File: config.mk
export PLATFORM = sky130hd
export DESIGN_NAME = lcd_ctrl
export DESIGN_NICKNAME = d
export VERILOG_FILES = /design/src/rtl/pico16a_lcd_pkg.sv /design/src/rtl/lcd_delay_timer.sv /design/src/rtl/lcd_ctrl.sv
export SDC_FILE = /design/constraint.sdc
export NUM_CORES = 1
export LEC_CHECK = 0
export ABC_CLOCK_PERIOD_IN_PS = 4700
export BUFFER_PORTS_ARGS = -buffer_cell sky130_fd_sc_hd__buf_2
export CORE_MARGIN = 8
export CORE_UTILIZATION = 51
export CTS_BUF_LIST = sky130_fd_sc_hd__clkbuf_8 sky130_fd_sc_hd__clkbuf_16
export CTS_CLUSTER_SIZE = 25
export DETAILED_ROUTE_END_ITERATION = 7
export PLACE_DENSITY = 0.71
export SYNTH_ARGS = -nofsm -noshare
export SYNTH_HDL_FRONTEND = slang
export SYNTH_HIERARCHICAL = 1
export SYNTH_SLANG_ARGS = --single-unit
File: constraint.sdc
create_clock -name CLOCK_50 -period 4.7 [get_ports CLOCK_50]
set_input_delay 1.175 -clock CLOCK_50 [delete_from_list [all_inputs] [get_ports CLOCK_50]]
set_output_delay 1.175 -clock CLOCK_50 [all_outputs]
set_load 0.1 [all_outputs]
File: src/rtl/pico16a_lcd_pkg.sv
// Shared definitions for the HD44780-style character LCD controller:
// FSM state encoding and the power-on init command table.
package pico16a_lcd_pkg;

  typedef enum logic [2:0] {
    PWRUP_WAIT,
    INIT_LOAD,
    SETUP,
    PULSE,
    HOLD,
    EXEC_WAIT,
    IDLE
  } lcd_state_t;

  localparam int INIT_LEN   = 6;
  localparam int INIT_IDX_W = 3;

  // 8-bit bus / 2 lines, display on, clear, entry mode increment
  function automatic logic [7:0] init_cmd(input logic [INIT_IDX_W-1:0] idx);
    case (idx)
      3'd0:    return 8'h38;
      3'd1:    return 8'h38;
      3'd2:    return 8'h38;
      3'd3:    return 8'h0C;
      3'd4:    return 8'h01;
      3'd5:    return 8'h06;
      default: return 8'h00;
    endcase
  endfunction

  // Clear display (0x01) and return home (0x02/0x03) need the long execution wait
  function automatic logic is_long_cmd(input logic rs, input logic [7:0] data);
    return !rs && (data[7:2] == 6'd0);
  endfunction

endpackage

File: src/rtl/lcd_delay_timer.sv
// Loadable down-counter used to time every LCD controller state;
// zero flags that the programmed interval has elapsed.
module lcd_delay_timer #(
  parameter int CNT_W = 20
) (
  input  logic             clk,
  input  logic             rst_n,
  input  logic             load,
  input  logic [CNT_W-1:0] load_val,
  output logic             zero
);

  logic [CNT_W-1:0] cnt;

  always_ff @(posedge clk or negedge rst_n) begin
    if (!rst_n) begin
      cnt <= '0;
    end else if (load) begin
      cnt <= load_val;
    end else if (cnt != '0) begin
      cnt <= cnt - 1'b1;
    end
  end

  assign zero = (cnt == '0);

endmodule

File: src/rtl/lcd_ctrl.sv
// Write-only 8-bit character LCD controller: power-on wait, fixed init
// sequence, then host byte writes with SETUP/EN/HOLD/execution timing.
module lcd_ctrl
  import pico16a_lcd_pkg::*;
#(
  parameter int T_PWRUP     = 750000,
  parameter int T_SETUP     = 4,
  parameter int T_EN        = 25,
  parameter int T_HOLD      = 4,
  parameter int T_EXEC      = 2000,
  parameter int T_EXEC_LONG = 82000
) (
  input  logic       CLOCK_50,
  input  logic       RESET_N,
  input  logic       wr_valid,
  input  logic       wr_rs,
  input  logic [7:0] wr_data,
  output logic       wr_ready,
  output logic       init_done,
  output logic       LCD_ON,
  output logic       LCD_BLON,
  output logic       LCD_RW,
  output logic       LCD_EN,
  output logic       LCD_RS,
  output logic [7:0] LCD_DATA
);

  function automatic int max2(input int a, input int b);
    return (a > b) ? a : b;
  endfunction

  localparam int T_MAX = max2(max2(max2(T_PWRUP, T_SETUP), max2(T_EN, T_HOLD)),
                              max2(T_EXEC, T_EXEC_LONG));
  localparam int CNT_W = (T_MAX > 1) ? $clog2(T_MAX) : 1;

  lcd_state_t                state_q, state_d;
  logic                      pwr_armed;
  logic                      init_done_q;
  logic                      on_q;
  logic                      cmd_rs;
  logic [7:0]                cmd_data;
  logic [INIT_IDX_W-1:0]     init_idx;
  logic                      init_last;
  logic                      tmr_load;
  logic                      tmr_zero;
  logic [CNT_W-1:0]          tmr_val;

  assign init_last = (init_idx == INIT_IDX_W'(INIT_LEN - 1));

  lcd_delay_timer #(
    .CNT_W(CNT_W)
  ) u_timer (
    .clk      (CLOCK_50),
    .rst_n    (RESET_N),
    .load     (tmr_load),
    .load_val (tmr_val),
    .zero     (tmr_zero)
  );

  always_ff @(posedge CLOCK_50 or negedge RESET_N) begin
    if (!RESET_N) begin
      state_q <= PWRUP_WAIT;
    end else begin
      state_q <= state_d;
    end
  end

  // Each state's timer is loaded with (duration-1) on the entering edge.
  // PWRUP_WAIT is entered through reset with the counter cleared, so it
  // arms itself on its first clock with T_PWRUP-2 (T_PWRUP must be >= 2).
  always_comb begin
    state_d  = state_q;
    tmr_val  = '0;
    case (state_q)
      PWRUP_WAIT: if (pwr_armed && tmr_zero) state_d = INIT_LOAD;
      INIT_LOAD:  state_d = SETUP;
      SETUP:      if (tmr_zero) state_d = PULSE;
      PULSE:      if (tmr_zero) state_d = HOLD;
      HOLD:       if (tmr_zero) state_d = EXEC_WAIT;
      EXEC_WAIT:  if (tmr_zero) state_d = (init_done_q || init_last) ? IDLE : INIT_LOAD;
      IDLE:       if (wr_valid) state_d = SETUP;
      default:    state_d = PWRUP_WAIT;
    endcase

    tmr_load = (state_d != state_q) || (state_q == PWRUP_WAIT && !pwr_armed);
    case (state_d)
      PWRUP_WAIT: tmr_val = CNT_W'(T_PWRUP - 2);
      SETUP:      tmr_val = CNT_W'(T_SETUP - 1);
      PULSE:      tmr_val = CNT_W'(T_EN - 1);
      HOLD:       tmr_val = CNT_W'(T_HOLD - 1);
      EXEC_WAIT:  tmr_val = is_long_cmd(cmd_rs, cmd_data) ? CNT_W'(T_EXEC_LONG - 1)
                                                          : CNT_W'(T_EXEC - 1);
      default:    tmr_val = '0;
    endcase
  end

  always_comb begin
    LCD_EN   = (state_q == PULSE);
    wr_ready = (state_q == IDLE);
  end

  always_ff @(posedge CLOCK_50 or negedge RESET_N) begin
    if (!RESET_N) begin
      pwr_armed   <= 1'b0;
      init_done_q <= 1'b0;
      on_q        <= 1'b0;
      cmd_rs      <= 1'b0;
      cmd_data    <= 8'h00;
      init_idx    <= '0;
    end else begin
      on_q <= 1'b1;
      if (state_q == PWRUP_WAIT) pwr_armed <= 1'b1;

      if (state_q == IDLE && wr_valid) begin
        cmd_rs   <= wr_rs;
        cmd_data <= wr_data;
      end else if (state_q == INIT_LOAD) begin
        cmd_rs   <= 1'b0;
        cmd_data <= init_cmd(init_idx);
      end

      if (state_q == EXEC_WAIT && tmr_zero && !init_done_q) begin
        if (init_last) init_done_q <= 1'b1;
        else           init_idx    <= init_idx + 1'b1;
      end
    end
  end

  assign init_done = init_done_q;
  assign LCD_ON    = on_q;
  assign LCD_BLON  = on_q;
  assign LCD_RW    = 1'b0;
  assign LCD_RS    = cmd_rs;
  assign LCD_DATA  = cmd_data;

endmodule

==> results.txt <==
The run finished with clean final reports. The total number of H-tree levels came out at 2. The worst-case setup margin in the final layout is 0.978 ns. In this run the mean area of a mapped cell was 9.20 um^2. The overall track demand over capacity in global routing is 0.142. The worst-case IR drop observed on VDD is 142 uV.

The biggest area contributor in the post-synthesis netlist is sky130_fd_sc_hd__dfrtp_1. The clock period minus final worst setup slack is 3.72 ns. The via count of the first global-routing pass is 1836. The number of buffers inserted by post-CTS setup repair came out at 0. The number of gates given a new drive strength after cts is 0.

In the synthesized netlist, the number of instances is 257. The share of the Yosys chip area taken by registers is 0.402. Summed over all cells, the static leakage comes to 1.02 nW. The startpoint identified for the worst register-to-register timing path is u_timer/cnt[16]$_DFFE_PN0P_. The critical path arrival is 3.89 ns. The maximum fanout along the worst path came out at 31. The die outline height is 84.1 um. The count of buffers inserted at the top-level ports came out at 25. The distinct cell type count after synthesis is 51.

Entering global routing, the biggest net connects 39 pins. The final antenna-violating net count came out at 0. In this run, placement finished with an instance count of 321. The count of warnings emitted by yosys came out at 6. In the final layout, flip-flops and latches occupy 951 um^2.

Setup repair after global routing left no endpoint under its margin. The final layout contains 295 nets. The headroom to the max-slew limit is 0.410. The most critical setup path has its startpoint at u_timer/cnt[16]$_DFFE_PN0P_. The post-synthesis instance area is 0.00236 mm^2. Sorting the synthesized cells by area gives the leading types as sky130_fd_sc_hd__dfrtp_1 40%, sky130_fd_sc_hd__nand2_1 5.9%, sky130_fd_sc_hd__ha_1 3.7%. The starting density of the core is 0.535. For this run, the leading register cell type out of synthesis is sky130_fd_sc_hd__dfrtp_1. The transition at the pin with the smallest max-transition slack is 0.881 ns. Following the worst setup path forward leads to its endpoint at u_timer/cnt[13]$_DFFE_PN0P_.

The floorplan step defined a die boundary enclosing 0.00707 mm^2. The number of max-capacitance violations reported is 0. The layout filler cell count came out at 399. The number of setup violations in the final report came out at 0. The number of antenna violations at the first check in global routing came out at 0. The total power after layout is 0.000586 W.

The worst path required time came out at 4.87 ns. The endpoint of the worst-slack reg-to-reg timing path is u_timer/cnt[13]$_DFFE_PN0P_. The timing-limited maximum frequency is 269 MHz. The clock arrives with 0.00654 ns of skew. Measured along the x axis, the die boundary spans 84.1 um. The final cell count without fillers is 329. The detailed router finished its first iteration with 143 violations.

The number of vias per cell after detailed routing is 5.46. The core box area came out at 0.00441 mm^2. The ratio of cells with drive above 1 in the final layout is 0.220. The final hold slack came out at 0.531 ns. The worst setup path is launched from a flop. CTS placed an instance of sky130_fd_sc_hd__clkbuf_8 at the clock tree root. The first TritonRoute pass finished after 4 iterations. The synthesis-to-finish area growth came out at 8.79%. The detail-routed net length per standard cell came out at 14.6 um. The number of remaining DRC errors is 0. The number of hold buffers added after cts is 0. The fraction of synthesis flops using an asynchronous set or reset pin came out at 1.00. TritonCTS built the clock tree. For this run the aggregate overflow at the end of global routing stands at 0. Counting flops and latches in the post-synthesis netlist gives 38.

STA classifies the critical path endpoint as a flop. The count of boundary I/O pins came out at 27. The slack of the worst reg-to-reg path is 0.98 ns. The number of cells on the worst reg-to-reg path came out at 10. The pre-CTS setup slack came out at 1.04 ns. After clock tree synthesis, the clock-pin slew on the worst setup and hold paths is 0.08 ns.

After routing, the total negative slack on setup checks comes to 0 ns. The number of rows in the core area is 24. For this design, the sink count on the clock tree is 38. The class of the most critical setup path is flop to flop.

The total CTS buffers came out at 5. The later pin in the worst-skew pair is clocked with a latency of 0.29 ns. The startpoint identified for the worst hold timing path is init_done$_DFFE_PN0P_. The multi-input combinational cells in the finished layout cover a total of 0.00129 mm^2. The fraction of the cycle the final worst path needs is 0.792. The wire length of the first global-routing pass came out at 8290 um. The count of vias placed by the detailed router is 1795. The number of max-slew violations in the final report was 0. The synthesized design contains 0 enable-type register cells. Power spread over the standard cell area amounts to 228 mW/mm^2. The hold violation count in the final report was 0.

The area share of the leading cell type in the synthesized netlist came out at 0.402. The final wirelength is 4810 um. The path class of the lowest-slack min-delay path is flop to flop.

The repair_antennas step left the layout with diodes totalling 0. The maximum buffer depth of the clock tree is 2. The global placer's final weighted congestion came out at 0.831. The wire-length estimate of the detail-placed layout is 3440 um.
[worst max-delay path, cell delays in order, from the launching register on]
cell                       delay, ns
sky130_fd_sc_hd__dfrtp_1        0.42
sky130_fd_sc_hd__or3_1          0.38
sky130_fd_sc_hd__or4_4          0.54
sky130_fd_sc_hd__nor2_8         0.26
sky130_fd_sc_hd__a31oi_1        0.15
sky130_fd_sc_hd__a211oi_2       0.61
sky130_fd_sc_hd__a21oi_1        0.21
sky130_fd_sc_hd__o31ai_4        0.25
sky130_fd_sc_hd__buf_4          0.31
sky130_fd_sc_hd__or2_2          0.35
sky130_fd_sc_hd__o21ai_2        0.10
[registers in the layout, summed over array words and instances, names as in the netlist]
| register | cells |
|---|---|
| LCD_RS | 1 |
| u_timer/cnt | 20 |
| init_idx | 3 |
| state_q | 3 |
| init_done | 1 |
| LCD_BLON | 1 |
| pwr_armed | 1 |
| LCD_DATA | 8 |
[final cells by class]
type,instances,area share
sequential,38,0.370
inverter,10,0.0146
tap,52,0.0253
clock buffer,6,0.0321
clock inverter,2,0.00341
timing repair buffer,26,0.0516
multi-input combinational,195,0.503
[power breakdown]
group	internal (W)	total [W]	switching [W]
Clock	0.000116	0.000232	0.000116
Combinational	0.00000519	0.0000242	0.0000190
Sequential	0.000328	0.000330	0.00000126
Total	0.000450	0.000586	0.000136
[cell usage in the layout (no fill, tap or decap), types with 2 or more instances in the layout]
master,synthesis,routed
sky130_fd_sc_hd__nor4_1,3,3
sky130_fd_sc_hd__or3b_1,2,2
sky130_fd_sc_hd__and2b_1,2,2
sky130_fd_sc_hd__inv_1,10,11
sky130_fd_sc_hd__clkbuf_8,0,6
sky130_fd_sc_hd__and2_1,2,2
sky130_fd_sc_hd__o21ai_1,5,5
sky130_fd_sc_hd__o21ai_2,9,9
sky130_fd_sc_hd__or2_1,2,2
sky130_fd_sc_hd__xor2_1,8,8
sky130_fd_sc_hd__nor2_1,15,15
sky130_fd_sc_hd__o21bai_1,2,2
sky130_fd_sc_hd__o21ai_0,16,16
sky130_fd_sc_hd__nand2_1,37,37
sky130_fd_sc_hd__nand3_1,3,3
sky130_fd_sc_hd__ha_1,7,7
sky130_fd_sc_hd__dfrtp_1,38,38
sky130_fd_sc_hd__a21oi_1,13,13
sky130_fd_sc_hd__or4_1,2,2
sky130_fd_sc_hd__nand2b_1,3,3
sky130_fd_sc_hd__nor3_1,6,6
sky130_fd_sc_hd__mux2_2,4,4
sky130_fd_sc_hd__conb_1,2,5
sky130_fd_sc_hd__o31ai_1,7,6
sky130_fd_sc_hd__xnor2_1,10,10
sky130_fd_sc_hd__or3_1,3,3
sky130_fd_sc_hd__mux2i_1,3,3
sky130_fd_sc_hd__nor4_2,2,2
sky130_fd_sc_hd__a31oi_1,2,2
sky130_fd_sc_hd__nand4_2,2,2
sky130_fd_sc_hd__buf_2,4,25
sky130_fd_sc_hd__or4_4,3,3
[how the worst min path moves through the flow]
| stage | to | depth (start not counted) |
|---|---|---|
| after detailed placement | init_done$_DFFE_PN0P_ | 2 |
| after global routing | LCD_DATA[1]$_DFFE_PN0P_ | 2 |
| final | init_done$_DFFE_PN0P_ | 2 |
| after floorplan | pwr_armed$_DFFE_PN0P_ | 1 |
| after CTS | init_done$_DFFE_PN0P_ | 2 |
| after global placement | init_done$_DFFE_PN0P_ | 2 |
[metal layers]
| layer | share of wire | vias to the layer above | track usage |
|---|---|---|---|
| li1 | - | 918 | - |
| met1 | 0.51 | 837 | 0.181 |
| met2 | 0.44 | 34 | 0.217 |
| met3 | 0.038 | 6 | 0.0342 |
| met4 | 0.014 | 0 | 0.0722 |
| met5 | 0 | - | 0 |
[through the flow]
step	cell area, um^2	util
floorplan	2370	-
global placement	2480	0.562
detailed placement	2480	0.562
CTS	2570	0.582
global route	2570	0.582
finish	2570	0.582
[cells by family after synthesis]
logic type	count (synthesis)	share of synthesized area
other	2	0.00318
DFF	38	0.402
muxes	7	0.0318
AOI/OAI and AO/OA	63	0.175
xor gates and xnor gates	18	0.0667
buffers and inverters	27	0.0609
and+or+nand+nor	95	0.223
adders and majority gates	7	0.0371
[Yosys cell counts, types with 2 or more instances]
master,n
sky130_fd_sc_hd__dfrtp_1,38
sky130_fd_sc_hd__nand2_1,37
sky130_fd_sc_hd__o21ai_0,16
sky130_fd_sc_hd__nor2_1,15
sky130_fd_sc_hd__a21oi_1,13
sky130_fd_sc_hd__inv_1,10
sky130_fd_sc_hd__xnor2_1,10
sky130_fd_sc_hd__o21ai_2,9
sky130_fd_sc_hd__xor2_1,8
sky130_fd_sc_hd__ha_1,7
sky130_fd_sc_hd__o31ai_1,7
sky130_fd_sc_hd__clkbuf_1,6
sky130_fd_sc_hd__nor3_1,6
sky130_fd_sc_hd__o21ai_1,5
sky130_fd_sc_hd__buf_2,4
sky130_fd_sc_hd__buf_4,4
sky130_fd_sc_hd__mux2_2,4
sky130_fd_sc_hd__buf_6,3
sky130_fd_sc_hd__mux2i_1,3
sky130_fd_sc_hd__nand2b_1,3
sky130_fd_sc_hd__nand3_1,3
sky130_fd_sc_hd__nor4_1,3
sky130_fd_sc_hd__or3_1,3
sky130_fd_sc_hd__or4_4,3
sky130_fd_sc_hd__a31oi_1,2
sky130_fd_sc_hd__and2_1,2
sky130_fd_sc_hd__and2b_1,2
sky130_fd_sc_hd__conb_1,2
sky130_fd_sc_hd__nand4_2,2
sky130_fd_sc_hd__nor4_2,2
sky130_fd_sc_hd__o21bai_1,2
sky130_fd_sc_hd__or2_1,2
sky130_fd_sc_hd__or3b_1,2
sky130_fd_sc_hd__or4_1,2
Power figures use the tool's default switching activity.
